`src/rtl/vector_writeback_stage.sv`:
```
// ============================================================================
// vector_writeback_stage
// ----------------------------------------------------------------------------
// Final pipeline stage of the vector processor, directly downstream of the
// memory stage. It picks the result to retire from the memory-stage bundle,
// buffers it in a 2-entry skid FIFO, and drives either the vector or the
// scalar register-file write port from the FIFO head under a ready handshake.
// The FIFO head is also exported as a forwarding source for the execute stage.
//
// Optional feature:
//   VEC_WB_RETIRE_CNT_EN  when defined, retired_cnt counts committed writes
//                         (32-bit, wrapping, reset to 0, unaffected by flush).
//                         When undefined, retired_cnt is tied to 0 and no
//                         counter flops exist.
//
// Ports:
//   clk, rst_n      clock (rising edge), asynchronous active-low reset
//   valid_m         memory-stage bundle valid
//   ready_m         stage can accept a bundle this cycle (registered count only)
//   wb_m            writeback select: 0 addervv, 1 scalar ALU, 2 vector ALU,
//                   3 memory data
//   addervv_m       vector adder result
//   resALUe_m       scalar ALU result
//   resALUve_m      vector ALU result
//   memData_m       memory load data
//   dest_m          destination register index
//   flush           synchronous squash of all buffered entries
//   rf_ready        register file accepts the write this cycle
//   vwe, swe        vector / scalar write requests
//   waddr           write address
//   vwdata, swdata  vector / scalar write data
//   fwd_valid       FIFO head is valid
//   fwd_vec         FIFO head targets the vector file
//   fwd_dest        FIFO head destination
//   fwd_data        FIFO head data (scalar entries zero-extended)
//   retired_cnt     committed-write counter (see optional feature)
// ============================================================================

module vector_writeback_stage #(
    parameter int VEC_W  = 192,
    parameter int SCL_W  = 21,
    parameter int DEST_W = 3,
    parameter int DEPTH  = 2
) (
    input  logic              clk,
    input  logic              rst_n,

    input  logic              valid_m,
    output logic              ready_m,
    input  logic [1:0]        wb_m,
    input  logic [VEC_W-1:0]  addervv_m,
    input  logic [SCL_W-1:0]  resALUe_m,
    input  logic [VEC_W-1:0]  resALUve_m,
    input  logic [VEC_W-1:0]  memData_m,
    input  logic [DEST_W-1:0] dest_m,

    input  logic              flush,
    input  logic              rf_ready,

    output logic              vwe,
    output logic              swe,
    output logic [DEST_W-1:0] waddr,
    output logic [VEC_W-1:0]  vwdata,
    output logic [SCL_W-1:0]  swdata,

    output logic              fwd_valid,
    output logic              fwd_vec,
    output logic [DEST_W-1:0] fwd_dest,
    output logic [VEC_W-1:0]  fwd_data,

    output logic [31:0]       retired_cnt
);

    // ------------------------------------------------------------------------
    // Occupancy states (the FIFO count doubles as the state encoding)
    // ------------------------------------------------------------------------
    localparam logic [1:0] ST_EMPTY = 2'd0;
    localparam logic [1:0] ST_ONE   = 2'd1;
    localparam logic [1:0] ST_FULL  = 2'(DEPTH);

    // Writeback select encodings
    localparam logic [1:0] WB_ADDERVV = 2'd0;
    localparam logic [1:0] WB_SCALAR  = 2'd1;
    localparam logic [1:0] WB_VALU    = 2'd2;
    localparam logic [1:0] WB_MEM     = 2'd3;

    // ------------------------------------------------------------------------
    // FIFO state
    // ------------------------------------------------------------------------
    logic [1:0]        count;
    logic [1:0]        count_nxt;
    logic              wr_ptr;
    logic              rd_ptr;

    logic              entry_vec  [DEPTH];
    logic [DEST_W-1:0] entry_dest [DEPTH];
    logic [VEC_W-1:0]  entry_data [DEPTH];

    logic              head_valid;
    logic              push;
    logic              commit;

    // ------------------------------------------------------------------------
    // Entry capture: result selection from the memory-stage bundle
    // ------------------------------------------------------------------------
    logic              cap_vec;
    logic [VEC_W-1:0]  cap_data;

    // NOTE: every signal written in always_comb is given a default first, so
    // no path through the block leaves it unassigned and no latch is inferred.
    always_comb begin
        cap_data = '0;
        case (wb_m)
            WB_ADDERVV: cap_data = addervv_m;
            WB_SCALAR:  cap_data = VEC_W'(resALUe_m);
            WB_VALU:    cap_data = resALUve_m;
            WB_MEM:     cap_data = memData_m;
            default:    cap_data = '0;
        endcase
    end

    assign cap_vec = (wb_m != WB_SCALAR);

    // ------------------------------------------------------------------------
    // Handshake
    // ------------------------------------------------------------------------
    // ready_m looks only at the registered count (and reset), never at
    // rf_ready, so a full FIFO refuses a bundle even when it pops that cycle.
    assign ready_m    = rst_n && (count != ST_FULL);
    assign head_valid = (count != ST_EMPTY);

    // Flush beats both push and pop: nothing is captured or committed.
    assign push   = valid_m && ready_m && !flush;
    assign commit = head_valid && rf_ready && !flush;

    always_comb begin
        count_nxt = count;
        case ({push, commit})
            2'b10:   count_nxt = count + 2'd1;
            2'b01:   count_nxt = count - 2'd1;
            default: count_nxt = count;
        endcase
    end

    // ------------------------------------------------------------------------
    // Control registers
    // ------------------------------------------------------------------------
    // NOTE: sequential state is updated with non-blocking assignments so all
    // flops sample their inputs from the same pre-edge values.
    always_ff @(posedge clk or negedge rst_n) begin
        if (!rst_n) begin
            count  <= ST_EMPTY;
            wr_ptr <= 1'b0;
            rd_ptr <= 1'b0;
        end else if (flush) begin
            count  <= ST_EMPTY;
            wr_ptr <= 1'b0;
            rd_ptr <= 1'b0;
        end else begin
            count <= count_nxt;
            // One-bit pointers wrap 1 -> 0 naturally.
            if (push) begin
                wr_ptr <= wr_ptr + 1'b1;
            end
            if (commit) begin
                rd_ptr <= rd_ptr + 1'b1;
            end
        end
    end

    // ------------------------------------------------------------------------
    // Entry storage
    // ------------------------------------------------------------------------
    // NOTE: the entry array is deliberately left without a reset; an entry is
    // only ever observed while count says it is occupied, and every output is
    // gated by head_valid, so stale contents never leak out.
    always_ff @(posedge clk) begin
        if (push) begin
            entry_vec[wr_ptr]  <= cap_vec;
            entry_dest[wr_ptr] <= dest_m;
            entry_data[wr_ptr] <= cap_data;
        end
    end

    // ------------------------------------------------------------------------
    // Head drive: register-file write port and forwarding tap
    // ------------------------------------------------------------------------
    always_comb begin
        vwe       = 1'b0;
        swe       = 1'b0;
        waddr     = '0;
        vwdata    = '0;
        swdata    = '0;
        fwd_valid = 1'b0;
        fwd_vec   = 1'b0;
        fwd_dest  = '0;
        fwd_data  = '0;
        if (head_valid) begin
            vwe       = entry_vec[rd_ptr];
            swe       = !entry_vec[rd_ptr];
            waddr     = entry_dest[rd_ptr];
            vwdata    = entry_data[rd_ptr];
            swdata    = entry_data[rd_ptr][SCL_W-1:0];
            fwd_valid = 1'b1;
            fwd_vec   = entry_vec[rd_ptr];
            fwd_dest  = entry_dest[rd_ptr];
            fwd_data  = entry_data[rd_ptr];
        end
    end

    // ------------------------------------------------------------------------
    // Retired-write counter
    // ------------------------------------------------------------------------
`ifdef VEC_WB_RETIRE_CNT_EN
    logic [31:0] retire_q;

    // Counts commits only; flush suppresses commit, so it never counts here.
    always_ff @(posedge clk or negedge rst_n) begin
        if (!rst_n) begin
            retire_q <= '0;
        end else if (commit) begin
            retire_q <= retire_q + 32'd1;
        end
    end

    assign retired_cnt = retire_q;
`else
    assign retired_cnt = '0;
`endif

endmodule

```
`config.mk`:
```
export PLATFORM = sky130hd
export DESIGN_NAME = vector_writeback_stage
export DESIGN_NICKNAME = d
export VERILOG_FILES = /design/src/rtl/vector_writeback_stage.sv
export SDC_FILE = /design/constraint.sdc
export NUM_CORES = 1
export LEC_CHECK = 0
export CORE_AREA = 2 2 409 411
export CTS_BUF_LIST = sky130_fd_sc_hd__clkbuf_4 sky130_fd_sc_hd__clkbuf_8 sky130_fd_sc_hd__clkbuf_16
export CTS_CLUSTER_DIAMETER = 150
export DETAILED_ROUTE_END_ITERATION = 8
export DIE_AREA = 0 0 411 413
export SLEW_MARGIN = 20
export SYNTH_ARGS = -nofsm -noshare
export SYNTH_HDL_FRONTEND = slang
export SYNTH_SLANG_ARGS = --single-unit
```
`constraint.sdc`:
```
create_clock -name clk -period 14.5 [get_ports clk]
set_clock_uncertainty 0.05 [all_clocks]
set_input_delay 2.9 -clock clk [delete_from_list [all_inputs] [get_ports clk]]
set_output_delay 2.9 -clock clk [all_outputs]
set_load 0.01 [all_outputs]
```
* Word level (Yosys, flattened, before mapping)
Memory sizes are Yosys's and may differ from the RTL's.
Cells that the tools add are included.
** Operators by class
- Muxes and demuxes :: 15
- Add/subtract/negate cells :: 4
- Reductions and logical operators :: 12
- Equal/unequal tests :: 7
** Operator list (count)
- $pmux 192 s4 :: 1
- $mux 192 :: 1
- $mux 21 :: 1
- $mux 1 :: 9
- $eq 2x2->1 const B :: 3
- $reduce_bool 2->1 :: 3
- $logic_and 1x1->1 :: 5
- $eq 2x1->1 const B :: 2
- $pmux 2 s2 :: 1
- $mux 3 :: 1
- $reduce_bool 3->1 :: 1
- $add 1x1->1 const B :: 2
- $add 2x1->2 const B :: 1
- $logic_not 1->1 :: 2
- $logic_not 2->1 :: 1
- $mux 2 :: 1
- $ne 2x1->1 const B :: 1
- $ne 2x2->1 const B :: 1
- $sub 2x1->2 const B :: 1
** Storage, ports and cells
- Bits in registers :: 4
- Bits of input ports :: 607
- Bits in writable memories :: 392
- Word-level logic and storage cells :: 44
- Memories :: 3
- Output and inout bits :: 448
** Memory list
- entry_data :: depth 2, width 192, read ports 1, clocked after memory_dff 0, wr ports 1, line 97 : logic [VEC_W-1:0] entry_data [DEPTH];
- entry_dest :: depth 2, width 3, read ports 1, clocked after memory_dff 0, wr ports 1, line 96 : logic [DEST_W-1:0] entry_dest [DEPTH];
- entry_vec :: depth 2, width 1, read ports 1, clocked after memory_dff 0, wr ports 1, line 95 : logic entry_vec [DEPTH];

* Logic depth before layout (Yosys ltp)
- Depth in word-level cells :: 7
- Mapped depth :: 7
- Mapped depth without buffers :: 3

* Worst setup path before layout
Ideal clock, no wire load.
- Path kind :: input to register
- Start point :: input port flush
- End point :: memory entry_data[0][0], enable pin
- Data arrival time :: 11.223 ns
- Stages on the path :: 2
- Setup time :: 0.755 ns
- Path buffers :: 0
- Required time :: 13.695 ns
- Slack :: 2.472 ns
- Path through :: nand4bb_1 nor2_1
** Between the ends
- Cells in the longest elaborated chain, start to end :: 4
** Ends and longest elaborated chain
- from (decl) :: line 57 : input logic flush,
- $logic_not 1->1 :: line 133 : assign push = valid_m && ready_m && !flush;
- $logic_and 1x1->1 :: line 133
- $mux 1 :: line 178 : if (push) begin
- $mux 1 (not written as such) :: line 181 : entry_data[wr_ptr] <= cap_data;
- to (decl) :: line 97
Every way passes these cells.

* Worst setup path after layout
- Start point :: input port rst_n
- End point :: output port ready_m
** Between the ends
- Cells in the longest elaborated chain, start to end :: 1
** Ends and longest elaborated chain
- from (decl) :: line 46 : input logic rst_n,
- $logic_and 1x1->1 :: line 129 : assign ready_m = rst_n && (count != ST_FULL);
- to (decl) :: line 49 : output logic ready_m,
Every way passes these cells.

==> reports/summary.json <==
{
  "yosys": {
    "synth-compound-area-share_pct": 4.260,
    "syn_area_sq_um": 20940,
    "post_synthesis_mux_area_share_pct": 19.80,
    "synth.lib_cells_used.distinct": 26,
    "synth-xor-area-share_pct": 0.04182,
    "adder_and_majority_cell_fraction_of_the_synthesized_area_pct": 0,
    "yosys_register_bits": 396,
    "synth_top_family_by_area": "multiplexers",
    "synth_simple_gate_area_share_pct": 7.133,
    "synthesis.area_per_instance_sq_um": 12.28,
    "synth-seq-area-share_pct": 56.69,
    "synth_cells": 1706,
    "synthesis.yosys.warnings": 0
  },
  "clocking": {
    "cts.sink_count": 396,
    "post_cts.repair.setup_buffers": 0,
    "holdBufCountCts": 0,
    "cts_tree": "yes",
    "deepest_clock_path_buffer_count": 3,
    "path_clk_slew_ns": 0.06,
    "worstSkewPairLatency_ns": 0.60,
    "clock_tree.htree_level_count": 2,
    "post_cts.resized_instances": 0,
    "cts_buffers": 47,
    "cts-root-buf": "clkbuf_16"
  },
  "routing": {
    "post_dr_wirelength_cell_microns": 24.10,
    "residual_antenna_violating_net_count_after_detailed_routing": 0,
    "route.final.wire_length_microns": 114100,
    "route.detailed.drc": 0,
    "drtPass1Iterations": 5,
    "vias": 16540,
    "drt-initial-drc-count": 1170,
    "via_per_inst": 3.494
  },
  "placement": {
    "worst_case_setup_slack_after_placement_ns": 6.900,
    "placement.io_buffers": 1022,
    "hpwl_microns": 94490,
    "finalWeightedCongestion": 0.9094
  },
  "sta": {
    "grt_setup_unrepaired": "no",
    "worst-slew-pin-transition_ns": 1.018,
    "final.period_utilization_pct": 52.22,
    "hold_viol": 0,
    "f_max_mhz": 132.1,
    "slew_viol_final": 0,
    "slew_headroom_pct": 31.88,
    "finalSetupViolations": 0,
    "finalCriticalPeriod_ns": 7.572,
    "fin_setup_tns_ns": 0,
    "setup_ws_ns": 6.928
  },
  "layout": {
    "drive_above_1_share_pct": 5.014,
    "syn2layout_area_growth_pct": 58.91,
    "final_nets": 3087,
    "mostFrequentLayoutCells": "clkdlybuf4s50_1, edfxtp_1, mux2i_1",
    "layout.filler_cells": 18000,
    "layout_commonest_cell": "clkdlybuf4s50_1"
  },
  "setup_path": {
    "worst_ep_required_time_ns": 11.55,
    "rr_endpoint": "entry_data[0][50]",
    "timing.critical_path.mode_cell": "clkdlybuf4s50_1",
    "cp.arrival_ns": 4.62,
    "path_cells": "clkdlybuf4s50_1, nor2b_1, clkdlybuf4s50_1",
    "critical_path.max_fanout": 10,
    "crit_path_top_delay_cell": "clkdlybuf4s50_1",
    "critPathMaxStageDelay_ns": 0.71,
    "timing.rr.start": "count[1]",
    "cp-start-kind": "primary input",
    "timing.reg2reg.worst_path_depth": 5,
    "timing.critical_path.to_type": "output pin",
    "timing_worst_setup_path_type": "primary input to output pin",
    "r2r_slack_ns": 11.46
  },
  "global_routing": {
    "vias_in_the_first_global_route": 15960,
    "grt_start_max_net_pins": 146,
    "antenna_found_initial": 57,
    "grt_first_pass_wirelength_microns": 144500,
    "globalRouteOverflowTotal": 0,
    "gr-usage-all-layers_pct": 12.63
  },
  "floorplanning": {
    "design.die.area_sq_um": 169700,
    "initial_utilization_pct": 12.62,
    "dieHeight_microns": 413,
    "die_width_microns": 411,
    "placeableCoreArea_sq_um": 165900,
    "rows": 150,
    "floorplan.io_pins": 1055
  },
  "pwr": {
    "post_layout_power_mw": 3.093,
    "p_leak_nw": 10.89,
    "maximum_vdd_drop_mv": 0.07850,
    "power.density_cell_area_nw_per_um2": 92.93
  },
  "worst_hold_path": {
    "min_to": "wr_ptr",
    "hold_path_depth": 2,
    "worstHoldStart": "wr_ptr",
    "min_path_type": "flip-flop to flip-flop"
  },
  "outcome": {
    "run_status": "finished clean"
  },
  "job": {
    "drv_cap": 0
  }
}
[worst max path at each step]
stage,start,end,slack [ns],depth (start not counted)
finish,rst_n,ready_m,6.93,3
global route,rd_ptr,vwdata[127],6.83,5
CTS,rd_ptr,vwdata[127],6.81,5
detailed placement,rst_n,ready_m,6.90,3
global placement,rst_n,ready_m,6.93,3
floorplan,flush,entry_data[0][0],2.47,2
[cell families after synthesis]
| group | after synthesis |
|---|---|
| flops | 396 |
| xor+xnor | 1 |
| simple gates | 386 |
| mux | 388 |
| buf+inv | 356 |
| other cells | 1 |
| compound gates | 178 |
[power breakdown]
group          internal, mW  switching [mW]  total, mW
Clock                 0.665           0.489       1.15
Sequential             1.30         0.00898       1.31
Combinational         0.320           0.310      0.630
[area by class of cell]
| type | instances | area (sq um) | area share (%) |
|---|---|---|---|
| diodes | 17 | 42.54 | 0.1278 |
| inverters | 2 | 7.507 | 0.02256 |
| clock inverters | 25 | 215.2 | 0.6466 |
| clock buffers | 57 | 1251 | 3.760 |
| repair buffers | 1048 | 10450 | 31.39 |
| multi-input cells | 985 | 6684 | 20.08 |
| flip-flops and latches | 396 | 11880 | 35.68 |
| well taps | 2204 | 2758 | 8.286 |
[stage by stage]
| stage | hold slack (ns) | instance area, sq um | instances | utilization, % |
|---|---|---|---|---|
| 6_report | 0.5909 | 33280 | 4734 | 20.06 |
| 5_1_grt | 0.6366 | 33250 | 4723 | 20.04 |
| 4_1_cts | 0.5922 | 33240 | 4717 | 20.03 |
| 3_5_place_dp | 0.5762 | 31770 | 4635 | 19.15 |
| 3_3_place_gp | 0.5547 | 31770 | 4635 | 19.15 |
| 2_1_floorplan | 0.4855 | 21060 | 1737 | - |
[critical path, delay by kind of cell]
kind                   cells  cell delay [ns]
AND/OR/NAND/NOR            1             0.37
buffers and inverters      2             1.34
[registers in the layout (all words and copies together), names as in the netlist]
name and flops:
count 2, entry_vec 2, entry_dest 6, entry_data 384, rd_ptr 1, wr_ptr 1
[metal layers]
layer  wire length, microns  vias to the layer above  global-route usage (%)
li1                       -                     7423                       -
met5                    138                        -                       0
met3                  11060                      160                   4.491
met1                  45370                     8113                   15.39
met2                  53910                      824                   20.78
met4                   3610                       20                   3.815
[cell usage after synthesis]
library cell	number	area [sq um]
buf_4	281	2110
nor2_1	199	747.0
conb_1	1	3.750
and2_1	4	25.02
edfxtp_1	392	11770
a21oi_1	2	10.01
o21ai_0	159	795.8
nand3b_1	2	15.01
mux4_2	21	473.0
or3_1	1	6.260
xor2_1	1	8.760
nor2b_1	2	12.51
o21ai_1	16	80.08
inv_1	2	7.510
a31oi_1	1	6.260
mux2i_1	367	3674
nor2_2	1	6.260
nor4bb_1	1	10.01
nand3_1	1	5.000
nand2_1	173	649.4
nand2b_1	1	6.260
clkbuf_1	30	112.6
buf_2	30	150.1
buf_6	13	146.4
dfrtp_1	4	100.1
nand4bb_1	1	11.26
Note: power is estimated with default switching activity, not from simulation.
